--- src/rtl/bk_adder_feeder.sv ---
// Handshake harness around a combinational Brent-Kung adder netlist.
// Launches operand pairs onto the adder's interleaved input bus, waits a
// programmable number of edges for the netlist to settle, captures the
// result, checks it against a behavioural a+b and presents it downstream.
module bk_adder_feeder #(
    parameter int WIDTH         = 12,
    parameter int SETTLE_CYCLES = 2,
    parameter int ERRW          = 8
) (
    input  logic                 clk,
    input  logic                 rst_n,
    input  logic                 in_valid,
    output logic                 in_ready,
    input  logic [WIDTH-1:0]     in_a,
    input  logic [WIDTH-1:0]     in_b,
    output logic [2*WIDTH-1:0]   adder_in,
    input  logic [WIDTH:0]       adder_out,
    output logic                 out_valid,
    input  logic                 out_ready,
    output logic [WIDTH:0]       out_sum,
    output logic                 out_mismatch,
    output logic [ERRW-1:0]      err_count
);

    // A zero settle time would capture before the netlist ever saw the operands.
    generate
        if (SETTLE_CYCLES < 1) begin : g_bad_settle
            $fatal(1, "bk_adder_feeder: SETTLE_CYCLES must be >= 1");
        end
    endgenerate

    localparam int CNTW = $clog2(SETTLE_CYCLES + 1);

    typedef enum logic [1:0] {
        ST_IDLE   = 2'd0,
        ST_SETTLE = 2'd1,
        ST_HOLD   = 2'd2
    } state_t;

    state_t                 state_r;
    logic [WIDTH-1:0]       a_r;
    logic [WIDTH-1:0]       b_r;
    logic [CNTW-1:0]        cnt_r;
    logic [2*WIDTH-1:0]     adder_in_r;
    logic                   out_valid_r;
    logic [WIDTH:0]         out_sum_r;
    logic                   out_mismatch_r;
    logic [ERRW-1:0]        err_count_r;

    logic                   in_ready_s;
    logic [WIDTH:0]         ref_sum_s;
    logic                   mismatch_s;
    logic                   err_sat_s;

    // Bit-interleave two operands: even bits carry a, odd bits carry b.
    function automatic logic [2*WIDTH-1:0] interleave(input logic [WIDTH-1:0] a,
                                                      input logic [WIDTH-1:0] b);
        logic [2*WIDTH-1:0] bus;
        bus = '0;
        for (int i = 0; i < WIDTH; i++) begin
            bus[2*i]     = a[i];
            bus[2*i + 1] = b[i];
        end
        return bus;
    endfunction

    // Zero-extended reference sum; the carry-out lands in bit WIDTH.
    function automatic logic [WIDTH:0] reference_sum(input logic [WIDTH-1:0] a,
                                                     input logic [WIDTH-1:0] b);
        return {1'b0, a} + {1'b0, b};
    endfunction

    assign ref_sum_s  = reference_sum(a_r, b_r);
    assign mismatch_s = (adder_out != ref_sum_s);
    assign err_sat_s  = (err_count_r == {ERRW{1'b1}});

    // Ready: free when idle, follows downstream when holding so a new pair
    // can be taken on the same edge the current result leaves.
    always_comb begin
        in_ready_s = 1'b0;
        if (!rst_n) begin
            in_ready_s = 1'b0;
        end else begin
            case (state_r)
                ST_IDLE:   in_ready_s = 1'b1;
                ST_HOLD:   in_ready_s = out_ready;
                ST_SETTLE: in_ready_s = 1'b0;
                default:   in_ready_s = 1'b0;
            endcase
        end
    end

    // Control FSM with all datapath registers: launch, settle countdown,
    // capture/self-check and downstream hold.
    always_ff @(posedge clk) begin
        if (!rst_n) begin
            state_r        <= ST_IDLE;
            a_r            <= '0;
            b_r            <= '0;
            cnt_r          <= '0;
            adder_in_r     <= '0;
            out_valid_r    <= 1'b0;
            out_sum_r      <= '0;
            out_mismatch_r <= 1'b0;
            err_count_r    <= '0;
        end else begin
            case (state_r)
                ST_IDLE: begin
                    if (in_valid) begin
                        a_r        <= in_a;
                        b_r        <= in_b;
                        adder_in_r <= interleave(in_a, in_b);
                        cnt_r      <= CNTW'(SETTLE_CYCLES);
                        state_r    <= ST_SETTLE;
                    end else begin
                        state_r    <= ST_IDLE;
                    end
                end
                ST_SETTLE: begin
                    if (cnt_r == CNTW'(1)) begin
                        out_sum_r      <= adder_out;
                        out_mismatch_r <= mismatch_s;
                        if (mismatch_s && !err_sat_s) begin
                            err_count_r <= err_count_r + {{(ERRW-1){1'b0}}, 1'b1};
                        end else begin
                            err_count_r <= err_count_r;
                        end
                        out_valid_r    <= 1'b1;
                        cnt_r          <= '0;
                        state_r        <= ST_HOLD;
                    end else begin
                        cnt_r          <= cnt_r - CNTW'(1);
                    end
                end
                ST_HOLD: begin
                    if (out_ready) begin
                        out_valid_r <= 1'b0;
                        if (in_valid) begin
                            a_r        <= in_a;
                            b_r        <= in_b;
                            adder_in_r <= interleave(in_a, in_b);
                            cnt_r      <= CNTW'(SETTLE_CYCLES);
                            state_r    <= ST_SETTLE;
                        end else begin
                            state_r    <= ST_IDLE;
                        end
                    end else begin
                        state_r <= ST_HOLD;
                    end
                end
                default: begin
                    state_r     <= ST_IDLE;
                    out_valid_r <= 1'b0;
                    cnt_r       <= '0;
                end
            endcase
        end
    end

    assign in_ready     = in_ready_s;
    assign adder_in     = adder_in_r;
    assign out_valid    = out_valid_r;
    assign out_sum      = out_sum_r;
    assign out_mismatch = out_mismatch_r;
    assign err_count    = err_count_r;

endmodule

--- config.mk ---
export PLATFORM = sky130hd
export DESIGN_NAME = bk_adder_feeder
export DESIGN_NICKNAME = d
export VERILOG_FILES = /design/src/rtl/bk_adder_feeder.sv
export SDC_FILE = /design/constraint.sdc
export NUM_CORES = 1
export LEC_CHECK = 0
export CORE_MARGIN = 2
export CORE_UTILIZATION = 46
export DETAILED_ROUTE_END_ITERATION = 6
export PLACE_DENSITY = 0.82
export SETUP_SLACK_MARGIN = 0.2
export SLEW_MARGIN = 15
export SYNTH_ARGS = -nofsm -noshare
export SYNTH_HDL_FRONTEND = slang
export SYNTH_SLANG_ARGS = --single-unit
export TNS_END_PERCENT = 30
--- constraint.sdc ---
create_clock -name clk -period 3.4 [get_ports clk]
set_input_delay 0.51 -clock clk [delete_from_list [all_inputs] [get_ports clk]]
set_output_delay 0.51 -clock clk [all_outputs]
set_load 0.01 [all_outputs]
==> results_dict.tcl <==
set metrics [dict create \
    fin_crit_ns 2.96 \
    root_buffer "clkbuf_8" \
    critPathArrivalTime_ns 3.14 \
    cts.path.max_buffers 2 \
    setup_ws_ns 0.439 \
    die_area_mm2 0.00650 \
    grt_overflow 0 \
    place_area_mm2 0.00364 \
    synth-seq-cells 51 \
    leakage_uw 0.00149 \
    p_per_area_mw_per_mm2 359 \
    detail_route.wl_per_cell_um 14.2 \
    hold_end "out_sum[1]$_SDFFE_PN0P_" \
    tightest_slew_ns 0.952 \
    multi_input_area_mm2 0.00161 \
    dp_hpwl_mm 5.23 \
    synthTopCellsByCount "nand2_1, dfxtp_1, a21boi_0, a21oi_1, ha_1" \
    cp_common_cell "a221o_1" \
    timing.final.setup_violations 0 \
    synth_edf_count 0 \
    diodes 0 \
    firstDrtPassIters 4 \
    crit_chain "ha_1 -> fa_1 -> a21o_1 -> a221o_1 -> a31oi_1 -> xnor2_1 -> a221o_1 -> nor3_4 -> buf_4 -> o311ai_0 -> o41ai_1" \
    yosysUniqueCellTypes 39 \
    hold_class "register to register" \
    synth_mux_area_share_pct 2.59 \
    gp_congestion 0.852 \
    wirelength_mm 6.99 \
    syn_nets 389 \
    rsz0062_at_grt "no" \
    finalHoldViolCount 0 \
    yosysSeqAreaShare_pct 37.8 \
    die_h_um 80.6 \
    critical-path-top-delay-family "compound AO/OA/AOI/OAI gates" \
    fillCellCount 473 \
    whs_path_depth 2 \
    nets 475 \
    grt_first_pass_wirelength_mm 11.5 \
    async_reset_ff_share_pct 0 \
    synth_top_family_by_area "simple AND/OR/NAND/NOR gates" \
    synth-xor-area-share_pct 6.16 \
    drive_gt1_share_pct 4.29 \
    status "completed" \
    clk_pin_slew_ns 0.09 \
    path_max_fanout 6 \
    clk_latency_ns 0.30 \
    worst-r2r-cell-count 11 \
    grt_pass1_vias 2527 \
    ys.flop_type "dfxtp_1" \
    slowest_stage "fa_1" \
    antenna_found_initial 0 \
    r2r-end "err_count[7]$_SDFFE_PN0P_" \
    drcViolationCount 0 \
    synth_fa_ha_area_share_pct 7.23 \
    pin_count 89 \
    post-route-period-util_pct 87.1 \
    synth_compound_area_share_pct 18.4 \
    avgSynthCellArea_um2 8.11 \
    drv_slew 0 \
    numPortBuffers 88 \
    cts_tree "done" \
    fmax_ghz 0.338 \
    yosysTopAreaCellShare_pct 37.8 \
    r2r_start "a_r[0]$_SDFFE_PN0P_" \
    initial_core_util_pct 48.5 \
    syn_area_mm2 0.00270 \
    register_area_mm2 0.00102 \
    path_buf_inv 1 \
    drt_iter0_markers 158 \
    synth_most_common_cell "nand2_1" \
    rrSetupSlack_ns 0.44 \
    worstSetupPathType "register to register" \
    final_area_mm2 0.00378 \
    vias 2572 \
    cts_sinks 51 \
    cts_buffers 5 \
    synth-simple-area-share_pct 25.0 \
    slew_headroom_pct 36.4 \
    p_total_uw 1360 \
    htreeDepth 2 \
    critPathRequiredTime_ns 3.58 \
    via_per_inst 5.23 \
    rows 27 \
    setup.worst_path.end_class "register" \
    synthCells 333 \
    track_usage_pct 22.6 \
    hold_start "out_sum[1]$_SDFFE_PN0P_" \
    grt_max_degree 48 \
    vdd_drop_max_uv 329 \
    synth_top_cell_by_area "dfxtp_1" \
    synth.top_cells.by_area "dfxtp_1, nand2_1, a21boi_0" \
    pre_cts_slack_ns 0.397 \
    worst_setup_path_start_kind "register" \
    drtAntennaViolNets 0 \
    syn_to_final_growth_pct 39.9 \
    synth_warnings 0 \
    cap_violations 0 \
    core_area_mm2 0.00557 \
    skew_ns 0.00599 \
    cp_slowest_stage_delay_ns 0.41 \
    fin_tns_setup_ns 0 \
    chipWidth_um 80.6 \
]
how the worst max path moves through the flow:
stage / from / to / slack [ns] / cells past startpoint
6_report: a_r[0]$_SDFFE_PN0P_ / err_count[7]$_SDFFE_PN0P_ / 0.44 / 11
5_1_grt: a_r[0]$_SDFFE_PN0P_ / err_count[7]$_SDFFE_PN0P_ / 0.23 / 11
4_1_cts: a_r[0]$_SDFFE_PN0P_ / err_count[7]$_SDFFE_PN0P_ / 0.36 / 10
3_5_place_dp: a_r[0]$_SDFFE_PN0P_ / err_count[5]$_SDFFE_PN0P_ / 0.40 / 10
3_3_place_gp: a_r[0]$_SDFFE_PN0P_ / err_count[6]$_SDFFE_PN0P_ / 0.49 / 10
2_1_floorplan: a_r[0]$_SDFFE_PN0P_ / err_count[6]$_SDFFE_PN0P_ / 0.63 / 10
placed cells by master (no fill, tap or decap), drive strengths merged, types with 2 or more instances in the layout:
cell type,instances
a221o,2
or3,2
a21o,4
nand4,7
xor2,11
a31oi,3
dfxtp,51
inv,5
nor3,8
clkdlybuf4s50,88
nor2,13
ha,14
a211oi,2
and3,6
xnor2,8
o21ai,3
nor2b,2
nand3,3
nand2,92
a21oi,20
a21boi,32
o2111ai,2
mux2i,7
clkbuf,6
buf,6
nand2b,9
state kept, by name, summed over array words and instances (netlist names):
signal,cells
b_r,11
out_sum,13
a_r,11
out_mismatch,1
out_valid,1
err_count,8
state_r,2
cnt_r,2
adder_in,2
metrics by stage:
step	hold slack (ns)	std cells	util (%)
2_1_floorplan	0.442	333	-
3_3_place_gp	0.443	481	65.3
3_5_place_dp	0.456	481	65.3
4_1_cts	0.469	489	67.4
5_1_grt	0.481	492	67.8
6_report	0.465	492	67.8
report_power, final:
group	switching [uW]	leakage (uW)	total, uW	internal, uW
Sequential	22.0	0.000416	645	623
Clock	193	0.0000612	431	238
Combinational	134	0.00101	281	147
kinds of logic (layout without fill, tap and decap cells):
logic type / Yosys count / after routing
AO/OA/AOI/OAI: 73 / 73
buffers and inverters: 20 / 107
flip-flops: 51 / 51
XOR/XNOR: 19 / 19
AND/OR/NAND/NOR: 148 / 148
adder cells (fa/ha/maj): 15 / 15
multiplexers: 7 / 7
repair_timing:
item,CTS,global route
resized for setup,0,0
setup buffers,0,3
setup endpoints to repair,0,3
hold buffers,0,0
area by class of cell:
class,instances,area share (%)
multi-input cells,262,42.5
clock buffers,6,2.19
inverters,5,0.497
well taps,72,2.38
repair buffers,94,24.5
flip-flops and latches,51,27.0
clock inverters,2,0.927
tightest hold or removal path, cell delays in order, from the launching register on:
cell	delay, ns
dfxtp_1	0.32
nand2_1	0.04
a21boi_0	0.06
per-layer routing:
metal	vias up	routed length [um]	track usage, %
met3	8	442	5.17
met2	67	3410	39.1
li1	1315	-	-
met1	1182	3050	28.3
met5	-	0	0
met4	0	84	5.25
(Power assumes the default switching activity.)
